[config.mk]
export PLATFORM = sky130hd
export DESIGN_NAME = hazard_ctrl
export DESIGN_NICKNAME = d
export VERILOG_FILES = /design/src/rtl/hazard_ctrl.sv
export SDC_FILE = /design/constraint.sdc
export NUM_CORES = 1
export LEC_CHECK = 0
export ABC_CLOCK_PERIOD_IN_PS = 1400
export BUFFER_PORTS_ARGS = -buffer_cell sky130_fd_sc_hd__buf_2
export CORE_AREA = 5 5 50 52
export CTS_CLUSTER_DIAMETER = 100
export DETAILED_ROUTE_END_ITERATION = 12
export DIE_AREA = 0 0 55 57
export PLACE_DENSITY = 0.69
export SLEW_MARGIN = 20
export SYNTH_ARGS = -nofsm -noshare
export SYNTH_HDL_FRONTEND = slang
export SYNTH_SLANG_ARGS = --single-unit
[constraint.sdc]
create_clock -name clk -period 1.4 [get_ports clk]
set_clock_uncertainty 0.1 [all_clocks]
set_input_delay 0.07 -clock clk [delete_from_list [all_inputs] [get_ports clk]]
set_output_delay 0.07 -clock clk [all_outputs]
set_load 0.02 [all_outputs]
[src/rtl/hazard_ctrl.sv]
// Pipeline hazard controller: load-use bubbles, multi-cycle MDU hold and taken-branch flush.
// Optional stall-cycle performance counter enabled by defining HAZARD_PERF_EN.
module hazard_ctrl #(
  parameter int RS_WIDTH = 5,
  parameter int LOAD_LAT = 1
) (
  input  logic                clk,
  input  logic                rst,
  input  logic [RS_WIDTH-1:0] rs1_id,
  input  logic [RS_WIDTH-1:0] rs2_id,
  input  logic                rs1_used_id,
  input  logic                rs2_used_id,
  input  logic [RS_WIDTH-1:0] rd_ex,
  input  logic                memread_ex,
  input  logic                mdu_start_ex,
  input  logic                mdu_done,
  input  logic                branch_taken_ex,
  output logic                pcwrite,
  output logic                ifidwrite,
  output logic                clearcontrol,
  output logic                ifid_flush,
  output logic                exhold,
  output logic [31:0]         stall_cycles
);

  typedef enum logic [1:0] {
    IDLE       = 2'd0,
    LOAD_STALL = 2'd1,
    MDU_WAIT   = 2'd2
  } state_e;

  localparam logic [3:0] LOAD_INIT  = 4'(LOAD_LAT - 1);
  localparam logic       LOAD_MULTI = (LOAD_LAT > 1);

  state_e     state_q, state_d;
  logic [3:0] cnt_q, cnt_d;
  logic       load_use_s;

  assign load_use_s = memread_ex && (rd_ex != '0) &&
                      (((rd_ex == rs1_id) && rs1_used_id) ||
                       ((rd_ex == rs2_id) && rs2_used_id));

  always_ff @(posedge clk or posedge rst) begin
    if (rst) begin
      state_q <= IDLE;
      cnt_q   <= 4'd0;
    end else begin
      state_q <= state_d;
      cnt_q   <= cnt_d;
    end
  end

  always_comb begin
    state_d = state_q;
    cnt_d   = cnt_q;
    case (state_q)
      IDLE: begin
        if (branch_taken_ex) begin
          state_d = IDLE;
        end else if (mdu_start_ex) begin
          state_d = MDU_WAIT;
        end else if (load_use_s && LOAD_MULTI) begin
          state_d = LOAD_STALL;
          cnt_d   = LOAD_INIT;
        end else begin
          state_d = IDLE;
        end
      end
      LOAD_STALL: begin
        // The bubble issued while cnt_q==1 is the last one.
        if (branch_taken_ex || (cnt_q <= 4'd1)) begin
          state_d = IDLE;
          cnt_d   = 4'd0;
        end else begin
          cnt_d = cnt_q - 4'd1;
        end
      end
      MDU_WAIT: begin
        if (mdu_done) begin
          state_d = IDLE;
        end else begin
          state_d = MDU_WAIT;
        end
      end
      default: begin
        state_d = IDLE;
        cnt_d   = 4'd0;
      end
    endcase
  end

  always_comb begin
    pcwrite      = 1'b1;
    ifidwrite    = 1'b1;
    clearcontrol = 1'b0;
    ifid_flush   = 1'b0;
    exhold       = 1'b0;
    if (rst) begin
      pcwrite = 1'b1;
    end else begin
      case (state_q)
        IDLE, LOAD_STALL: begin
          if (branch_taken_ex) begin
            ifid_flush   = 1'b1;
            clearcontrol = 1'b1;
          end else if ((state_q == LOAD_STALL) ||
                       (load_use_s && !mdu_start_ex)) begin
            pcwrite      = 1'b0;
            ifidwrite    = 1'b0;
            clearcontrol = 1'b1;
          end else begin
            clearcontrol = 1'b0;
          end
        end
        MDU_WAIT: begin
          if (!mdu_done) begin
            pcwrite   = 1'b0;
            ifidwrite = 1'b0;
            exhold    = 1'b1;
          end else begin
            exhold = 1'b0;
          end
        end
        default: begin
          pcwrite = 1'b1;
        end
      endcase
    end
  end

`ifdef HAZARD_PERF_EN
  logic [31:0] stall_q;

  always_ff @(posedge clk or posedge rst) begin
    if (rst) begin
      stall_q <= 32'd0;
    end else if (!pcwrite) begin
      stall_q <= stall_q + 32'd1;
    end else begin
      stall_q <= stall_q;
    end
  end

  assign stall_cycles = stall_q;
`else
  assign stall_cycles = 32'd0;
`endif

endmodule

==> flow_metrics.py, run 1 <==
metrics = {
    "finish": {
        "area_growth_pct": 16.0,
        "largest_reg_flops": 1,
        "reg_top3": "state_q: 1 flops",
        "largest_register": "state_q",
        "fin_nets": 114,
        "layout-drive-gt1-share_pct": 36.0,
        "diodes": 0,
        "finalInstanceArea_sq_um": 543,
    },
    "synth": {
        "synthDistinctLibCells": 16,
        "synthMuxAreaShare_pct": 0,
        "async_flop_share_pct": 100,
        "avgSynthCellArea_sq_um": 7.43,
        "synth_top_flop_cell": "dfrtp_1",
        "synth_edf_count": 0,
        "synth.most_common_cell": "buf_4",
        "synth_common_cells": "buf_4 (33), xnor2_1 (10), inv_1 (3), nor3_1 (3)",
        "yosys.area_share.simple_pct": 13.6,
        "synth_top_family_by_area": "buffers and inverters",
        "synthAdderAreaFrac_pct": 0,
        "syn_inst": 63,
        "synth_compound_gate_area_share_pct": 6.15,
        "synthTopCellsByArea": "buf_4 (53%), xnor2_1 (19%), dfrtp_1 (5.3%)",
        "synth_top_area_share_pct": 52.9,
        "synth_xor_area_share_pct": 18.7,
        "yosysTopAreaCell": "buf_4",
        "ys_ff_latch": 1,
        "ys_warn_count": 0,
        "ys_seq_area_share_pct": 5.35,
        "syn_area_sq_um": 468,
    },
    "global_routing": {
        "grt_antenna_before_repair": 0,
        "grt_usage_pct": 4.97,
        "grt_max_degree": 5,
        "grt_pass1_vias": 314,
        "use_met2_pct": 9.46,
        "grt_busiest_layer": "met2",
        "grt_remaining_overflow": 0,
        "met1_usage_pct": 5.99,
        "gr-usage-met3_pct": 0.783,
        "grt_pass1_wl_mm": 1.25,
    },
    "critical_path": {
        "r2r_slack_ns": 0.59,
        "cp-end-kind": "output port",
        "arrival_ns": 1.09,
        "crit_type": "in -> out",
        "start_kind": "primary input",
        "reg2reg_depth": 3,
        "critPathMaxFanout": 3,
        "critPathCapture": "ifidwrite",
        "crit_path_start": "rd_ex[1]",
        "crit_required_ns": 1.23,
        "r2r_end": "state_q[1]",
        "r2r_start": "state_q[1]",
    },
    "clock_network": {
        "clk-insertion-delay-late_ns": 0,
        "clk_pin_slew_ns": 0,
    },
    "floorplanning": {
        "fp.dieH_microns": 57,
        "die_x_microns": 55,
        "dieArea_sq_mm": 0.00314,
        "pin_count": 60,
        "start_util_pct": 22.7,
        "core_sq_mm": 0.00206,
        "rows": 17,
    },
    "timing": {
        "setup_violations": 0,
        "max_clock_freq_ghz": 0.791,
        "slew_violations": 0,
        "holdWs_ns": 0.197,
        "rsz0062_at_grt": "no",
        "fin_crit_sh_pct": 90.3,
        "period_needed_ns": 1.26,
        "final_hold_viol_count": 0,
        "layout_setup_ws_ns": 0.135,
    },
    "power": {
        "ir_drop_v": 0.000224,
        "power_w": 0.000230,
        "p_leak_nw": 0.294,
        "powerDensity_mw_per_mm2": 424,
    },
    "outcome": {
        "status": "completed",
    },
    "route": {
        "vias": 374,
        "drc": 0,
        "viasPerCell": 3.20,
        "routed_wl_microns": 995,
        "drt_pre_antenna_iters": 3,
        "drt.antenna.violating_nets": 0,
        "wl_per_cell_microns": 8.50,
        "drtIter0Drc": 1,
    },
    "place": {
        "placed_area_sq_um": 526,
        "place_ws_ns": 0.101,
        "dp_hpwl_microns": 965,
        "port_buffers": 27,
        "routabilityCongestion": 0.673,
    },
    "min_path": {
        "worstHoldPathType": "in -> reg",
    },
    "flow_run": {
        "cap_violations": 0,
    },
}
## worst min-delay path by stage
stage	to	slack (ns)	from	cells past startpoint
after detailed placement	state_q[1]	-0.15	rst	2
after CTS	state_q[1]	0.21	mdu_done	2
after floorplan	state_q[1]	-0.30	rst	1
after global placement	state_q[1]	-0.16	rst	2
final	state_q[1]	0.20	mdu_done	2
after global routing	state_q[1]	0.25	mdu_done	2
## cell type report
class	count	area [sq um]
inverter	3	11.3
multi-input combinational	57	327
fill	250	1520
timing repair buffer	28	145
tap	28	35.0
sequential	1	25.0
## report_power, final
part | internal (W) | total, W | switching, W
registers | 0.0000327 | 0.0000357 | 0.00000303
logic | 0.0000610 | 0.000195 | 0.000134
clock network | 0 | 0 | 0
total | 0.0000937 | 0.000230 | 0.000137
## worst max-delay path, stage by stage
cell     delay [ns]
buf_2          0.13
xnor2_1        0.16
nand4_1        0.10
o22ai_1        0.28
a41oi_2        0.17
buf_2          0.18
## metrics by stage
stage / util, % / instances / TNS [ns]
2_1_floorplan: - / 94 / -0.00954
6_report: 26.3 / 117 / 0
5_1_grt: 26.3 / 117 / 0
3_5_place_dp: 25.5 / 116 / 0
3_3_place_gp: 25.5 / 116 / 0
4_1_cts: 26.0 / 117 / 0
## placed cells by master (no fill, tap or decap)
| cell | n |
|---|---|
| a31o_1 | 1 |
| o21ai_0 | 1 |
| nor3_2 | 1 |
| buf_2 | 27 |
| nor2_1 | 1 |
| dlygate4sd3_1 | 1 |
| xnor2_2 | 1 |
| o22ai_1 | 1 |
| dfrtp_1 | 1 |
| a41oi_2 | 1 |
| conb_1 | 32 |
| nand2_4 | 1 |
| nand3_1 | 1 |
| inv_1 | 3 |
| nor3_1 | 2 |
| nor4b_2 | 1 |
| xnor2_1 | 9 |
| nand4_1 | 2 |
| nand2_1 | 2 |
## what timing repair did
item                       4_1_cts  5_1_grt
hold endpoints to repair         1        0
setup buffers                    0        0
gates resized for setup          0        1
setup endpoints to repair        0        1
hold buffers                     1        0
## metal layers
metal | wire, microns | vias to the layer above
met4 | 0 | 0
met3 | 167 | 0
met2 | 526 | 27
li1 | - | 190
met1 | 302 | 157
met5 | 0 | -
## kinds of logic (layout without fill, tap and decap cells)
| group | count (synthesis) | after routing |
|---|---|---|
| and+or+nand+nor | 11 | 11 |
| DFF | 1 | 1 |
| buffers and inverters | 36 | 31 |
| other | 1 | 32 |
| AOI/OAI and AO/OA | 4 | 4 |
| xor gates and xnor gates | 10 | 10 |
(Power assumes the default switching activity.)
==> run 2: changes to the inputs <==
--- a/config.mk
+++ b/config.mk
@@ -5,13 +5,16 @@
 export SDC_FILE = /design/constraint.sdc
 export NUM_CORES = 1
 export LEC_CHECK = 0
+export ABC_AREA = 1
 export ABC_CLOCK_PERIOD_IN_PS = 1400
 export BUFFER_PORTS_ARGS = -buffer_cell sky130_fd_sc_hd__buf_2
-export CORE_AREA = 5 5 50 52
+export CELL_PAD_IN_SITES_DETAIL_PLACEMENT = 0
+export CELL_PAD_IN_SITES_GLOBAL_PLACEMENT = 1
+export CORE_AREA = 5 5 61 63
 export CTS_CLUSTER_DIAMETER = 100
 export DETAILED_ROUTE_END_ITERATION = 12
-export DIE_AREA = 0 0 55 57
-export PLACE_DENSITY = 0.69
+export DIE_AREA = 0 0 66 68
+export PLACE_DENSITY = 0.81
 export SLEW_MARGIN = 20
 export SYNTH_ARGS = -nofsm -noshare
 export SYNTH_HDL_FRONTEND = slang
==> run 2 against run 1 <==
Die area grew 43%. Largest power group unchanged. Register-to-register slack gained 0.03 ns. Combinational power grew 3%. Wire length increased by 27%. Cell area increased by 19%.
==> flow_metrics.py, run 2 <==
metrics = {
    "outcome": {
        "status": "completed",
    },
    "critical_path": {
        "crit_required_ns": 1.23,
        "crit_buf_inv": 2,
        "arrival_ns": 0.94,
        "start_kind": "flop",
        "crit_path_top_delay_cell": "dfrtp_1",
        "cp-end-kind": "output port",
        "path_cells": "nor3_1 -> nand3_1 -> nand2_1 -> inv_1 -> buf_2",
        "crit_type": "reg -> out",
        "slowest_delay_ns": 0.38,
        "cp_top_family": "flip-flops",
        "critPathMaxFanout": 3,
    },
    "route": {
        "drt.antenna.violating_nets": 0,
        "viasPerCell": 3.06,
        "drtIter0Drc": 20,
        "drt_pre_antenna_iters": 6,
        "wl_per_cell_microns": 7.02,
        "drc": 0,
        "routed_wl_mm": 1.26,
        "vias": 550,
    },
    "place": {
        "port_buffers": 27,
        "routabilityCongestion": 0.668,
        "dp_hpwl_mm": 1.18,
    },
    "timing": {
        "tns_ns": 0,
        "max_clock_freq_ghz": 0.900,
        "slew_violations": 0,
        "rsz0062_at_grt": "no",
        "period_needed_ns": 1.11,
        "fin_crit_sh_pct": 79.4,
        "final_hold_viol_count": 0,
        "setup_violations": 0,
    },
    "synth": {
        "ys_seq_area_share_pct": 4.41,
        "synth_top_flop_cell": "dfrtp_1",
        "synth_common_cells": "buf_4 (33), nand2_1 (30), inv_1 (14)",
        "async_flop_share_pct": 100,
        "ys_warn_count": 0,
        "yosysTopAreaCell": "buf_4",
        "syn_area_sq_um": 568,
        "ys_ff_latch": 1,
        "synthDistinctLibCells": 13,
        "avgSynthCellArea_sq_um": 5.26,
        "synthTopCellsByArea": "buf_4 (44%), nand2_1 (20%), inv_1 (9.3%)",
        "syn_inst": 108,
        "synth_top_area_share_pct": 43.6,
        "synth_edf_count": 0,
        "synth.most_common_cell": "buf_4",
    },
    "finish": {
        "nFillCells": 369,
        "area_growth_pct": 13.4,
        "final_cell_mix": "conb_1 (32), nand2_1 (30), buf_2 (27)",
        "fin_nets": 159,
        "final_core_util_pct": 20.3,
        "largest_register": "state_q",
        "layout-drive-gt1-share_pct": 26.1,
        "final_common_cell": "conb_1",
        "largest_reg_flops": 1,
        "reg_top3": "state_q: 1 flops",
        "diodes": 0,
    },
    "floorplanning": {
        "fp.dieH_microns": 68,
        "rows": 21,
        "die_x_microns": 66,
        "core_sq_mm": 0.00318,
        "pin_count": 60,
        "start_util_pct": 17.9,
        "dieArea_sq_mm": 0.00449,
    },
    "power": {
        "p_leak_nw": 0.453,
        "ir_drop_v": 0.0000716,
        "powerDensity_mw_per_mm2": 367,
    },
    "global_routing": {
        "grt_antenna_before_repair": 0,
        "grt_pass1_wl_mm": 1.79,
        "grt_pass1_vias": 463,
        "grt_max_degree": 6,
        "grt_remaining_overflow": 0,
        "grt_usage_pct": 4.81,
    },
    "clock_network": {
        "cts_resized": 0,
        "clk_pin_slew_ns": 0,
        "clk-insertion-delay-late_ns": 0,
        "post_cts_buffers": 0,
    },
    "min_path": {
        "worstHoldPathType": "in -> reg",
    },
    "flow_run": {
        "cap_violations": 0,
    },
}
run 2: cell count changes after synthesis, moves of 4 or more:
cell and delta:
inv_1 +11, inv_2 +7, nand2_1 +28, nand3_1 +4, nor2_1 +10, xnor2_1 -10
run 2: cell families (layout without fill, tap and decap cells):
group,count (synthesis),after routing,synth area share [%]
AOI/OAI and AO/OA,2,2,1.76
buffers and inverters,54,49,57.5
DFF,1,1,4.40
other,1,32,0.660
and+or+nand+nor,50,50,35.7
run 2: final timing paths:
check	startpoint	end	slack, ns	cells past startpoint
worst max-delay path	state_q[1]	pcwrite	0.29	5
worst min-delay path	mdu_done	state_q[1]	0.20	2
worst max register to register	state_q[1]	state_q[1]	0.62	3
worst min register to register	state_q[1]	state_q[1]	0.49	2
max in group asynchronous	rst	state_q[1]	0.70	3
min in group asynchronous	rst	state_q[1]	0.40	3
run 2: routing by layer:
layer | GRT usage (%) | share of wire, % | vias up
met2 | 8.14 | 46 | 33
li1 | - | - | 303
met1 | 6.02 | 33 | 214
met5 | 0 | 0 | -
met4 | 0 | 0 | 0
met3 | 2.13 | 21 | 0
run 2: cell type report:
cell class,count,area (sq um),share of cell area (%)
multi-input combinational,84,338,52.4
timing repair buffer,28,145,22.5
inverter,21,78.8,12.2
tap,46,57.6,8.93
sequential,1,25.0,3.88
run 2: repair_timing:
action | CTS | global route
hold buffers | 1 | 0
setup endpoints to repair | 0 | 0
endpoints found under the hold margin | 1 | 0
run 2: through the flow:
| step | hold slack [ns] | setup WS, ns | area [sq um] | total power (W) | instances |
|---|---|---|---|---|---|
| after global placement | -0.157 | 0.301 | 634 | 0.000232 | 179 |
| after detailed placement | -0.158 | 0.294 | 634 | 0.000233 | 179 |
| final | 0.199 | 0.289 | 644 | 0.000237 | 180 |
| after global routing | 0.254 | 0.166 | 644 | 0.000265 | 180 |
| after CTS | 0.200 | 0.294 | 644 | 0.000235 | 180 |
| after floorplan | -0.301 | 0.115 | 689 | 0.000247 | 139 |
run 2: where the power goes:
part           internal, W  switching [W]   total, W
Combinational    0.0000539       0.000147   0.000201
Clock                    0              0          0
Sequential       0.0000327     0.00000311  0.0000358
Total            0.0000865       0.000150   0.000237
==> run 3: changes to the inputs <==
--- a/config.mk
+++ b/config.mk
@@ -6,7 +6,7 @@
 export NUM_CORES = 1
 export LEC_CHECK = 0
 export ABC_AREA = 1
-export ABC_CLOCK_PERIOD_IN_PS = 1400
+export ABC_CLOCK_PERIOD_IN_PS = 1200
 export BUFFER_PORTS_ARGS = -buffer_cell sky130_fd_sc_hd__buf_2
 export CELL_PAD_IN_SITES_DETAIL_PLACEMENT = 0
 export CELL_PAD_IN_SITES_GLOBAL_PLACEMENT = 1
==> constraint.sdc (replaced) <==
create_clock -name clk -period 1.2 [get_ports clk]
set_clock_uncertainty 0.1 [all_clocks]
set_input_delay 0.06 -clock clk [delete_from_list [all_inputs] [get_ports clk]]
set_output_delay 0.06 -clock clk [all_outputs]
set_load 0.02 [all_outputs]
==> run 3 against run 2 <==
Via count is 1.3% higher. Global-route usage is 0.24 points lower. Critical path depth stayed put. Critical endpoint unchanged.
==> flow_metrics.py, run 3 (same netlist as run 2, synthesis figures left out) <==
metrics = {
    "outcome": {
        "status": "completed",
    },
    "timing": {
        "max_clock_freq_ghz": 0.933,
        "final_hold_viol_count": 0,
        "holdWs_ns": 0.211,
        "period_needed_ns": 1.07,
        "tns_ns": 0,
        "slew_violations": 0,
        "fin_crit_sh_pct": 89.3,
        "setup_violations": 0,
        "layout_setup_ws_ns": 0.128,
        "rsz0062_at_grt": "no",
    },
    "critical_path": {
        "crit_path_start": "state_q[1]",
        "slowest_delay_ns": 0.38,
        "path_cells": "nor3_1 -> nand3_1 -> nand2_1 -> inv_1 -> buf_2",
        "r2r_start": "state_q[1]",
        "crit_type": "reg -> out",
        "crit_required_ns": 1.04,
        "r2r_end": "state_q[1]",
        "critPathCapture": "pcwrite",
        "start_kind": "flop",
        "reg2reg_depth": 3,
        "cp-end-kind": "output port",
        "crit_path_top_delay_cell": "dfrtp_1",
        "cp_top_family": "flip-flops",
        "arrival_ns": 0.91,
        "critPathMaxFanout": 3,
        "crit_buf_inv": 2,
        "path_depth": 5,
        "r2r_slack_ns": 0.41,
    },
    "finish": {
        "fin_nets": 159,
        "final_cell_mix": "conb_1 (32), nand2_1 (29), buf_2 (27)",
        "reg_top3": "state_q: 1 flops",
        "nFillCells": 387,
        "largest_reg_flops": 1,
        "layout-drive-gt1-share_pct": 27.6,
        "finalInstanceArea_sq_um": 656,
        "area_growth_pct": 15.4,
        "final_common_cell": "conb_1",
        "diodes": 0,
        "largest_register": "state_q",
    },
    "place": {
        "port_buffers": 27,
        "dp_hpwl_mm": 1.18,
        "placed_area_sq_um": 641,
        "place_ws_ns": 0.126,
        "routabilityCongestion": 0.660,
    },
    "floorplanning": {
        "dieArea_sq_mm": 0.00449,
        "core_sq_mm": 0.00318,
        "rows": 21,
        "die_x_microns": 66,
        "start_util_pct": 17.9,
        "fp.dieH_microns": 68,
        "pin_count": 60,
    },
    "global_routing": {
        "grt_antenna_before_repair": 0,
        "grt_remaining_overflow": 0,
        "grt_usage_pct": 4.57,
        "grt_pass1_vias": 435,
        "grt_pass1_wl_mm": 1.68,
        "grt_max_degree": 6,
    },
    "power": {
        "clock_power_share_pct": 0,
        "powerDensity_mw_per_mm2": 428,
        "p_comb_share_pct": 85.2,
        "power_frac_seq_pct": 14.8,
        "ir_drop_v": 0.0000856,
        "swShare_pct": 63.5,
        "p_leak_nw": 0.454,
        "p_int_w": 0.000102,
        "p_switching_w": 0.000178,
        "power_w": 0.000281,
    },
    "flow_run": {
        "cap_violations": 0,
    },
    "clock_network": {
        "clk-insertion-delay-late_ns": 0,
        "post_cts_buffers": 0,
        "clk_pin_slew_ns": 0,
    },
    "route": {
        "drtIter0Drc": 13,
        "wl_per_cell_microns": 6.92,
        "vias": 557,
        "viasPerCell": 3.09,
        "drt_pre_antenna_iters": 4,
        "routed_wl_mm": 1.25,
        "drc": 0,
        "drt.antenna.violating_nets": 0,
    },
    "min_path": {
        "worstHoldPathType": "in -> reg",
    },
}
-- run 3: cell type report --
| type | instances | area, sq um | area share (%) |
|---|---|---|---|
| Inverter | 21 | 78.8 | 12.0 |
| Multi-Input combinational cell | 84 | 349 | 53.2 |
| Sequential cell | 1 | 25.0 | 3.82 |
| Tap cell | 46 | 57.6 | 8.78 |
| Timing Repair Buffer | 28 | 145 | 22.1 |
-- run 3: worst min path at each step --
stage	from	endpoint	cells past startpoint
floorplan	rst	state_q[1]	1
global placement	rst	state_q[1]	2
detailed placement	rst	state_q[1]	2
CTS	mdu_done	state_q[1]	2
global route	mdu_done	state_q[1]	2
finish	mdu_done	state_q[1]	2
-- run 3: power by group through the flow --
stage / combinational [W] / sequential, W / clock, W
final: 0.000239 / 0.0000415 / 0
after global routing: 0.000270 / 0.0000418 / 0
after CTS: 0.000237 / 0.0000417 / 0
after detailed placement: 0.000234 / 0.0000415 / 0
after global placement: 0.000233 / 0.0000413 / 0
after floorplan: 0.000249 / 0.0000410 / 0
-- run 3: repair_timing --
item / in CTS / in global routing
gates resized for setup: 0 / 2
endpoints found under the hold margin: 1 / 0
hold buffers: 1 / 0
endpoints found under the setup margin: 0 / 3
-- run 3: worst reg2reg max path, cell delays in order, from the launching register on --
cell,delay (ns)
dfrtp_1,0.38
inv_2,0.09
nand3_1,0.06
o21ai_0,0.07
-- run 3: through the flow --
step                      utilization [%]  cells
final                                20.6    180
after global routing                 20.6    180
after CTS                            20.5    180
after detailed placement             20.1    179
after global placement               20.1    179
after floorplan                         -    139
-- run 3: layer usage --
layer / global-route usage (%) / vias up / routed length [microns]
li1: - / 305 / -
met1: 5.44 / 220 / 417
met2: 8.51 / 32 / 601
met3: 1.48 / 0 / 227
met4: 0 / 0 / 0
met5: 0 / - / 0
